[src/rtl/c2h_stream_arbiter_pkg.sv]
// Shared definitions for the C2H stream arbiter and the ADC data producers:
// FSM state encoding, packet-size constant and beat counter width helper.
package c2h_stream_arbiter_pkg;

    typedef enum logic [1:0] {
        ST_IDLE = 2'd0,
        ST_ARB  = 2'd1,
        ST_XFER = 2'd2
    } arb_state_e;

    // Must match the host DMA block size in words; the producers frame packets with it too.
    localparam int C2H_MAX_PKT_WORDS = 2048;

    function automatic int beat_cnt_width(input int max_words);
        return $clog2(max_words + 1);
    endfunction

endpackage

[src/rtl/c2h_stream_arbiter_axis_skid_buffer.sv]
// Two-entry AXI4-Stream skid buffer with fully registered outputs; only
// present when C2H_ARB_SKID_EN is defined.
`ifdef C2H_ARB_SKID_EN
module axis_skid_buffer #(
    parameter int WIDTH = 8
) (
    input  logic             clk,
    input  logic             rstn,
    input  logic [WIDTH-1:0] in_data,
    input  logic             in_valid,
    output logic             in_ready,
    output logic [WIDTH-1:0] out_data,
    output logic             out_valid,
    input  logic             out_ready
);

    logic [WIDTH-1:0] out_data_q, out_data_d, skid_data_q, skid_data_d;
    logic             out_valid_q, out_valid_d, skid_valid_q, skid_valid_d;
    logic             push_s;

    // Ready depends only on the skid slot, so the downstream ready never reaches the input.
    assign in_ready  = ~skid_valid_q;
    assign out_data  = out_data_q;
    assign out_valid = out_valid_q;

    // Next-state for output and skid registers.
    always_comb begin
        out_data_d   = out_data_q;
        out_valid_d  = out_valid_q;
        skid_data_d  = skid_data_q;
        skid_valid_d = skid_valid_q;
        push_s       = in_valid & ~skid_valid_q;
        if (!out_valid_q || out_ready) begin
            if (skid_valid_q) begin
                out_data_d   = skid_data_q;
                out_valid_d  = 1'b1;
                skid_valid_d = 1'b0;
            end else if (push_s) begin
                out_data_d  = in_data;
                out_valid_d = 1'b1;
            end else begin
                out_valid_d = 1'b0;
            end
        end else begin
            if (push_s) begin
                skid_data_d  = in_data;
                skid_valid_d = 1'b1;
            end else begin
                skid_valid_d = skid_valid_q;
            end
        end
    end

    // Buffer state registers with synchronous active-low reset.
    always_ff @(posedge clk) begin
        if (!rstn) begin
            out_data_q   <= '0;
            out_valid_q  <= 1'b0;
            skid_data_q  <= '0;
            skid_valid_q <= 1'b0;
        end else begin
            out_data_q   <= out_data_d;
            out_valid_q  <= out_valid_d;
            skid_data_q  <= skid_data_d;
            skid_valid_q <= skid_valid_d;
        end
    end

endmodule
`endif

[src/rtl/c2h_stream_arbiter.sv]
// Packet-granular round-robin merge of N_SRC AXI4-Stream sources into the XDMA C2H
// stream with a maximum packet length. Define C2H_ARB_SKID_EN to register m_axis.
module c2h_stream_arbiter
    import c2h_stream_arbiter_pkg::*;
#(
    parameter int N_SRC         = 2,
    parameter int DATA_WIDTH    = 64,
    parameter int KEEP_WIDTH    = DATA_WIDTH / 8,
    parameter int MAX_PKT_WORDS = C2H_MAX_PKT_WORDS
) (
    input  logic                        user_clk,
    input  logic                        user_rstn,
    input  logic                        dma_ena,
    input  logic [N_SRC-1:0]            src_mask,
    input  logic [N_SRC*DATA_WIDTH-1:0] s_axis_tdata,
    input  logic [N_SRC*KEEP_WIDTH-1:0] s_axis_tkeep,
    input  logic [N_SRC-1:0]            s_axis_tvalid,
    input  logic [N_SRC-1:0]            s_axis_tlast,
    output logic [N_SRC-1:0]            s_axis_tready,
    output logic [DATA_WIDTH-1:0]       m_axis_tdata,
    output logic [KEEP_WIDTH-1:0]       m_axis_tkeep,
    output logic                        m_axis_tvalid,
    input  logic                        m_axis_tready,
    output logic                        m_axis_tlast,
    output logic [N_SRC-1:0]            grant,
    output logic                        pkt_len_err
);

    localparam int PTR_W = (N_SRC > 1) ? $clog2(N_SRC) : 1;
    localparam int BCW   = beat_cnt_width(MAX_PKT_WORDS);
    localparam logic [BCW-1:0]   LAST_BEAT = BCW'(MAX_PKT_WORDS - 1);
    localparam logic [PTR_W-1:0] PTR_RST   = PTR_W'(N_SRC - 1);

    arb_state_e        state_q, state_d;
    logic [N_SRC-1:0]  grant_q, grant_d;
    logic [PTR_W-1:0]  last_ptr_q, last_ptr_d;
    logic [BCW-1:0]    beat_cnt_q, beat_cnt_d;
    logic              pkt_len_err_q, pkt_len_err_d;

    logic [DATA_WIDTH-1:0] sel_data_s;
    logic [KEEP_WIDTH-1:0] sel_keep_s;
    logic                  sel_valid_s, sel_last_s;
    logic                  xfer_s, forced_last_s, out_valid_s, out_last_s;
    logic                  accept_ready_s, src_hs_s;
    logic [N_SRC-1:0]      req_s;
    logic [PTR_W-1:0]      pick_s;

    // First requester strictly after the previous winner, wrapping around.
    function automatic logic [PTR_W-1:0] rr_pick(input logic [N_SRC-1:0] req,
                                                 input logic [PTR_W-1:0] last);
        logic [PTR_W-1:0] pick;
        logic [PTR_W-1:0] idx;
        logic             found;
        pick  = last;
        found = 1'b0;
        for (int off = 1; off <= N_SRC; off++) begin
            idx = PTR_W'((int'(last) + off) % N_SRC);
            if (!found && req[idx]) begin
                pick  = idx;
                found = 1'b1;
            end else begin
                found = found;
            end
        end
        return pick;
    endfunction

    // Grant-selected source mux; all-zero when nothing is granted.
    always_comb begin
        sel_data_s  = '0;
        sel_keep_s  = '0;
        sel_valid_s = 1'b0;
        sel_last_s  = 1'b0;
        for (int i = 0; i < N_SRC; i++) begin
            sel_data_s  = sel_data_s | (s_axis_tdata[i*DATA_WIDTH +: DATA_WIDTH] & {DATA_WIDTH{grant_q[i]}});
            sel_keep_s  = sel_keep_s | (s_axis_tkeep[i*KEEP_WIDTH +: KEEP_WIDTH] & {KEEP_WIDTH{grant_q[i]}});
            sel_valid_s = sel_valid_s | (s_axis_tvalid[i] & grant_q[i]);
            sel_last_s  = sel_last_s | (s_axis_tlast[i] & grant_q[i]);
        end
    end

    assign xfer_s        = (state_q == ST_XFER);
    assign forced_last_s = xfer_s & (beat_cnt_q == LAST_BEAT);
    assign out_valid_s   = xfer_s & sel_valid_s;
    assign out_last_s    = xfer_s & (sel_last_s | forced_last_s);
    assign src_hs_s      = out_valid_s & accept_ready_s;
    assign s_axis_tready = grant_q & {N_SRC{xfer_s & accept_ready_s}};
    assign req_s         = s_axis_tvalid & src_mask;
    assign pick_s        = rr_pick(req_s, last_ptr_q);
    assign grant         = grant_q;
    assign pkt_len_err   = pkt_len_err_q;

`ifdef C2H_ARB_SKID_EN
    axis_skid_buffer #(
        .WIDTH (DATA_WIDTH + KEEP_WIDTH + 1)
    ) u_skid (
        .clk       (user_clk),
        .rstn      (user_rstn),
        .in_data   ({sel_data_s, sel_keep_s, out_last_s}),
        .in_valid  (out_valid_s),
        .in_ready  (accept_ready_s),
        .out_data  ({m_axis_tdata, m_axis_tkeep, m_axis_tlast}),
        .out_valid (m_axis_tvalid),
        .out_ready (m_axis_tready)
    );
`else
    assign accept_ready_s = m_axis_tready;
    assign m_axis_tdata   = sel_data_s;
    assign m_axis_tkeep   = sel_keep_s;
    assign m_axis_tvalid  = out_valid_s;
    assign m_axis_tlast   = out_last_s;
`endif

    // Arbitration FSM next-state logic.
    always_comb begin
        state_d       = state_q;
        grant_d       = grant_q;
        last_ptr_d    = last_ptr_q;
        beat_cnt_d    = beat_cnt_q;
        pkt_len_err_d = pkt_len_err_q;
        case (state_q)
            ST_IDLE: begin
                if (dma_ena) begin
                    state_d = ST_ARB;
                end else begin
                    pkt_len_err_d = 1'b0;
                end
            end
            ST_ARB: begin
                if (|req_s) begin
                    grant_d    = N_SRC'(1'b1) << pick_s;
                    last_ptr_d = pick_s;
                    beat_cnt_d = '0;
                    state_d    = ST_XFER;
                end else if (!dma_ena) begin
                    state_d = ST_IDLE;
                end else begin
                    state_d = ST_ARB;
                end
            end
            ST_XFER: begin
                if (src_hs_s && (sel_last_s || forced_last_s)) begin
                    // Overlength only when the cut did not coincide with the source's own tlast.
                    pkt_len_err_d = pkt_len_err_q | (forced_last_s & ~sel_last_s);
                    grant_d       = '0;
                    beat_cnt_d    = '0;
                    state_d       = dma_ena ? ST_ARB : ST_IDLE;
                end else if (src_hs_s) begin
                    beat_cnt_d = beat_cnt_q + BCW'(1);
                end else begin
                    beat_cnt_d = beat_cnt_q;
                end
            end
            default: begin
                state_d = ST_IDLE;
                grant_d = '0;
            end
        endcase
    end

    // FSM and control registers with synchronous active-low reset.
    always_ff @(posedge user_clk) begin
        if (!user_rstn) begin
            state_q       <= ST_IDLE;
            grant_q       <= '0;
            last_ptr_q    <= PTR_RST;
            beat_cnt_q    <= '0;
            pkt_len_err_q <= 1'b0;
        end else begin
            state_q       <= state_d;
            grant_q       <= grant_d;
            last_ptr_q    <= last_ptr_d;
            beat_cnt_q    <= beat_cnt_d;
            pkt_len_err_q <= pkt_len_err_d;
        end
    end

endmodule
[config.mk]
export PLATFORM = sky130hd
export DESIGN_NAME = c2h_stream_arbiter
export DESIGN_NICKNAME = d
export VERILOG_FILES = /design/src/rtl/c2h_stream_arbiter_pkg.sv /design/src/rtl/c2h_stream_arbiter_axis_skid_buffer.sv /design/src/rtl/c2h_stream_arbiter.sv
export SDC_FILE = /design/constraint.sdc
export NUM_CORES = 1
export LEC_CHECK = 0
export BUFFER_PORTS_ARGS = -buffer_cell sky130_fd_sc_hd__buf_2
export CAP_MARGIN = 30
export CORE_AREA = 2 2 89 91
export DETAILED_ROUTE_END_ITERATION = 10
export DIE_AREA = 0 0 91 93
export HOLD_SLACK_MARGIN = 0.03
export PLACE_DENSITY_LB_ADDON = 0.08
export SYNTH_ARGS = -nofsm -noshare
export SYNTH_HDL_FRONTEND = slang
export SYNTH_HIERARCHICAL = 1
export SYNTH_SLANG_ARGS = --single-unit
export TNS_END_PERCENT = 1
[constraint.sdc]
create_clock -name user_clk -period 1.6 [get_ports user_clk]
set_clock_uncertainty 0.05 [all_clocks]
set_input_delay 0.24 -clock user_clk [delete_from_list [all_inputs] [get_ports user_clk]]
set_output_delay 0.24 -clock user_clk [all_outputs]
set_load 0.01 [all_outputs]
==> summary.md <==
| Metric | Value |
|---|---|
| Synthesized Nets | 376 |
| Vias/cell | 5.033 |
| Syn. warnings | 6 |
| Final setup viols | 6 |
| Reg clk slew, reported paths | 0.07 ns |
| DRT Pass-1 Iters | 4 |
| Post-synthesis cell count | 221 |
| Total gr overflow | 0 |
| Util after Layout | 47.12% |
| Kind of critical path | reg2out |
| DRC violations left | 0 |
| Latest clock arrival within the worst-skew pair | 0.25 ns |
| Clock root buffer | clkbuf_8 |
| Outcome | finished, violations left |
| CTS Buffer Depth | 2 |
| Average wire per standard cell | 17.64 µm |
| Fill cells | 788 |
| Largest net degree at the start of global routing | 66 |
| Primary FF master, synth | dfxtp_1 |
| Cells along the critical path | ha_4, nand3_4, or4_4, a21oi_4, buf_6 |
| Power share of the combinational group | 30.4% |
| Gp weighted congestion | 0.9189 |
| Initial Util | 24.53% |
| Violated checks | setup timing |
| Final Hold Viols | 0 |
| DRT iter0 DRCs | 172 |
| Clk sink count | 18 |
| Max Cap Violations | 0 |
| DR WL met3 | 706 µm |
| Tmin final | 1.883 ns |
| WL met2 | 4.930 mm |
| Critical Path RT | 1.31 ns |
| Crit-path max cell delay | 0.49 ns |
| Period utilization | 117.7% |
| IO Pins | 233 |
| GRT Overall Usage | about 22% |
| RSZ-0062 raised after global routing | true |
| Mapped Area | 0.001847 mm² |
| I/O Buffers | 232 |
| Seq pwr share | 37.8% |
| Max-slew violation count | 0 |
| Hold_buf cts | 0 |
| Synth async-reset ratio | 0% |
| Antenna-violating nets left | 0 |
| First-pass GRT wire length | 14.91 mm |
| CP Launch Type | flip-flop |
| Cell internal pwr | 0.0008720 W |
| Die height | 93 µm |
| Crit-path max FO | 6 |
| Post-place setup slack | -0.05949 ns |
| Syn avg cell area | 8.356 µm² |
| Setup ws final | -0.2832 ns |
| Number of global-route vias before repair | about 2700 |
| Number of synthesized register bits | 18 |
| Net Sw Frac | 27.22% |
| Sum Neg Setup Slack | -0.3522 ns |
| Max Used Layer | met4 |
| Reg2reg path depth | 6 |
| Sw power | 0.0003262 W |
| CTS tree | yes |
| Lkg Pwr | 1.911 nW |
| Die width | 91 µm |
| WL met1 | 4.425 mm |
| WP data arrival | 1.59 ns |
| Row Count | 32 |
| Clk pwr share | 31.8% |
| Vias | 2894 |
| Num CTS Buffers | 3 |
| Max transition margin | between 70% and 80% |
| Hold slack | roughly 0.17 ns |
| Distinct cells, synth | 50 |
| Class of the worst hold path | in2reg |
| Post-synth EDFFs | 0 |
| Worst VDD drop | 0.2895 mV |
| Initial antenna violation count | 0 |
| Worst hold stages | 3 |
| Register area share after synthesis | between 15 and 20% |
| Final wirelength | 10.15 mm |
| Achievable frequency | 531.0 MHz |
| Pwr per Cell Area | around 340 mW/mm² |
| Crit end category | output port |
| # H-tree levels | 1 |
| Die footprint | 0.008463 mm² |
| Core area | between 0.007 and 0.008 mm² |
| P&R area growth vs syn | 92.07% |
| Share of cells above drive strength 1 | 63.35% |
| Hpwl dp | 8.651 mm |
| Slew @ Worst Pin | 0.3867 ns |
| Slowest library cell on the worst path | or4_4 |
| Final nets | around 630 |
routing by layer:
metal | global-route usage [%] | vias up
li1 | - | 1416
met1 | 30.05 | 1358
met2 | 38.21 | 114
met3 | 3.787 | 6
met4 | 3.662 | 0
met5 | 0 | -
critical path: cells and delay by family (launching register included):
family	cells	cell delay [ns]
DFF	1	0.36
AOI/OAI and AO/OA	1	0.15
buffers and inverters	1	0.12
and+or+nand+nor	2	0.57
adders and majority gates	1	0.15
cells in the final DEF, fill, tap and decap left out, types with 2 or more instances in the layout:
master,instances
mux2i_1,2
o21ai_0,3
nand4_4,2
nor3b_1,2
o31ai_1,2
o21a_1,5
o211ai_1,4
dfxtp_2,5
inv_1,2
or3_1,4
clkbuf_8,4
buf_2,223
nor2_1,2
a32oi_1,2
a21oi_1,7
a22o_1,71
dfxtp_4,2
buf_16,2
nand3_1,6
or4_1,4
buf_4,35
nand2_1,14
a31oi_1,3
a22o_4,2
buf_6,9
and2_1,6
and3_1,4
dfxtp_1,11
nor3_1,3
nand4_1,6
cell type report:
type	count	area [µm²]	area share, %
Tap cell	102	127.6	3.598
Clock buffer	4	55.05	1.552
Multi-Input combinational cell	179	1445	40.74
Inverter	2	7.507	0.2116
Timing Repair Buffer	269	1535	43.28
Antenna cell	1	2.502	0.07055
Sequential cell	18	374.1	10.55
power by group through the flow:
stage / logic [W] / clock network (W) / registers (W)
global placement: 0.000352 / 0 / 0.000467
floorplan: 0.0000985 / 0 / 0.000468
global route: 0.000396 / 0.000415 / 0.000454
detailed placement: 0.000354 / 0 / 0.000467
CTS: 0.000358 / 0.000391 / 0.000456
finish: 0.000364 / 0.000381 / 0.000453
through the flow:
stage          std cells  total power [W]  instance area (µm²)
2_1_floorplan        221        0.0005664                 1887
3_3_place_gp         570        0.0008187                 3377
3_5_place_dp         570        0.0008209                 3377
4_1_cts              574         0.001205                 3466
5_1_grt              574         0.001264                 3545
6_report             575         0.001198                 3547
cells by family (layout without fill, tap and decap cells):
family	count (synthesis)	in the layout	synth area share, %
adder cells (fa/ha/maj)	1	1	0.6774
other	0	1	0
AO/OA/AOI/OAI	111	111	50.07
flip-flops	18	18	19.51
multiplexers	2	2	1.084
AND/OR/NAND/NOR	65	65	22.63
buffers and inverters	24	275	6.029
path summary, 6_finish.rpt:
path              slack [ns]              to      startpoint
setup / recovery       -0.28    m_axis_tlast   beat_cnt_q[1]
hold / removal          0.17      state_q[0]         dma_ena
setup reg to reg       -0.03  beat_cnt_q[10]   beat_cnt_q[1]
hold reg to reg         0.49  beat_cnt_q[10]  beat_cnt_q[10]
timing repair:
| item | in CTS | in global routing |
|---|---|---|
| setup buffers | 0 | 0 |
| setup endpoints to repair | 13 | 81 |
| pin swaps | 0 | 14 |
| gates resized for setup | 5 | 14 |
sequential cells by signal, indices dropped and copies added (netlist names):
register     count
last_ptr_q       1
grant            2
beat_cnt_q      12
state_q          2
pkt_len_err      1
synth_stat cells, types with 3 or more instances:
cell      count  share of area, %
nand4_1       6               2.0
nor3_1        3              0.81
o21ai_0       3              0.81
nand2_1      14               2.8
nand3_1       6               1.6
or4_1         5               2.0
buf_2         3              0.81
a22o_1       73                35
dfxtp_1      18                20
o21a_1        5               2.0
clkbuf_1     12               2.4
a31oi_1       3               1.0
a21oi_1       8               2.2
and3_1        4               1.4
and2_1        6               2.0
o211ai_1      4               1.6
buf_1         5               1.0
or3_1         4               1.4
Power figures use the tool's default switching activity.
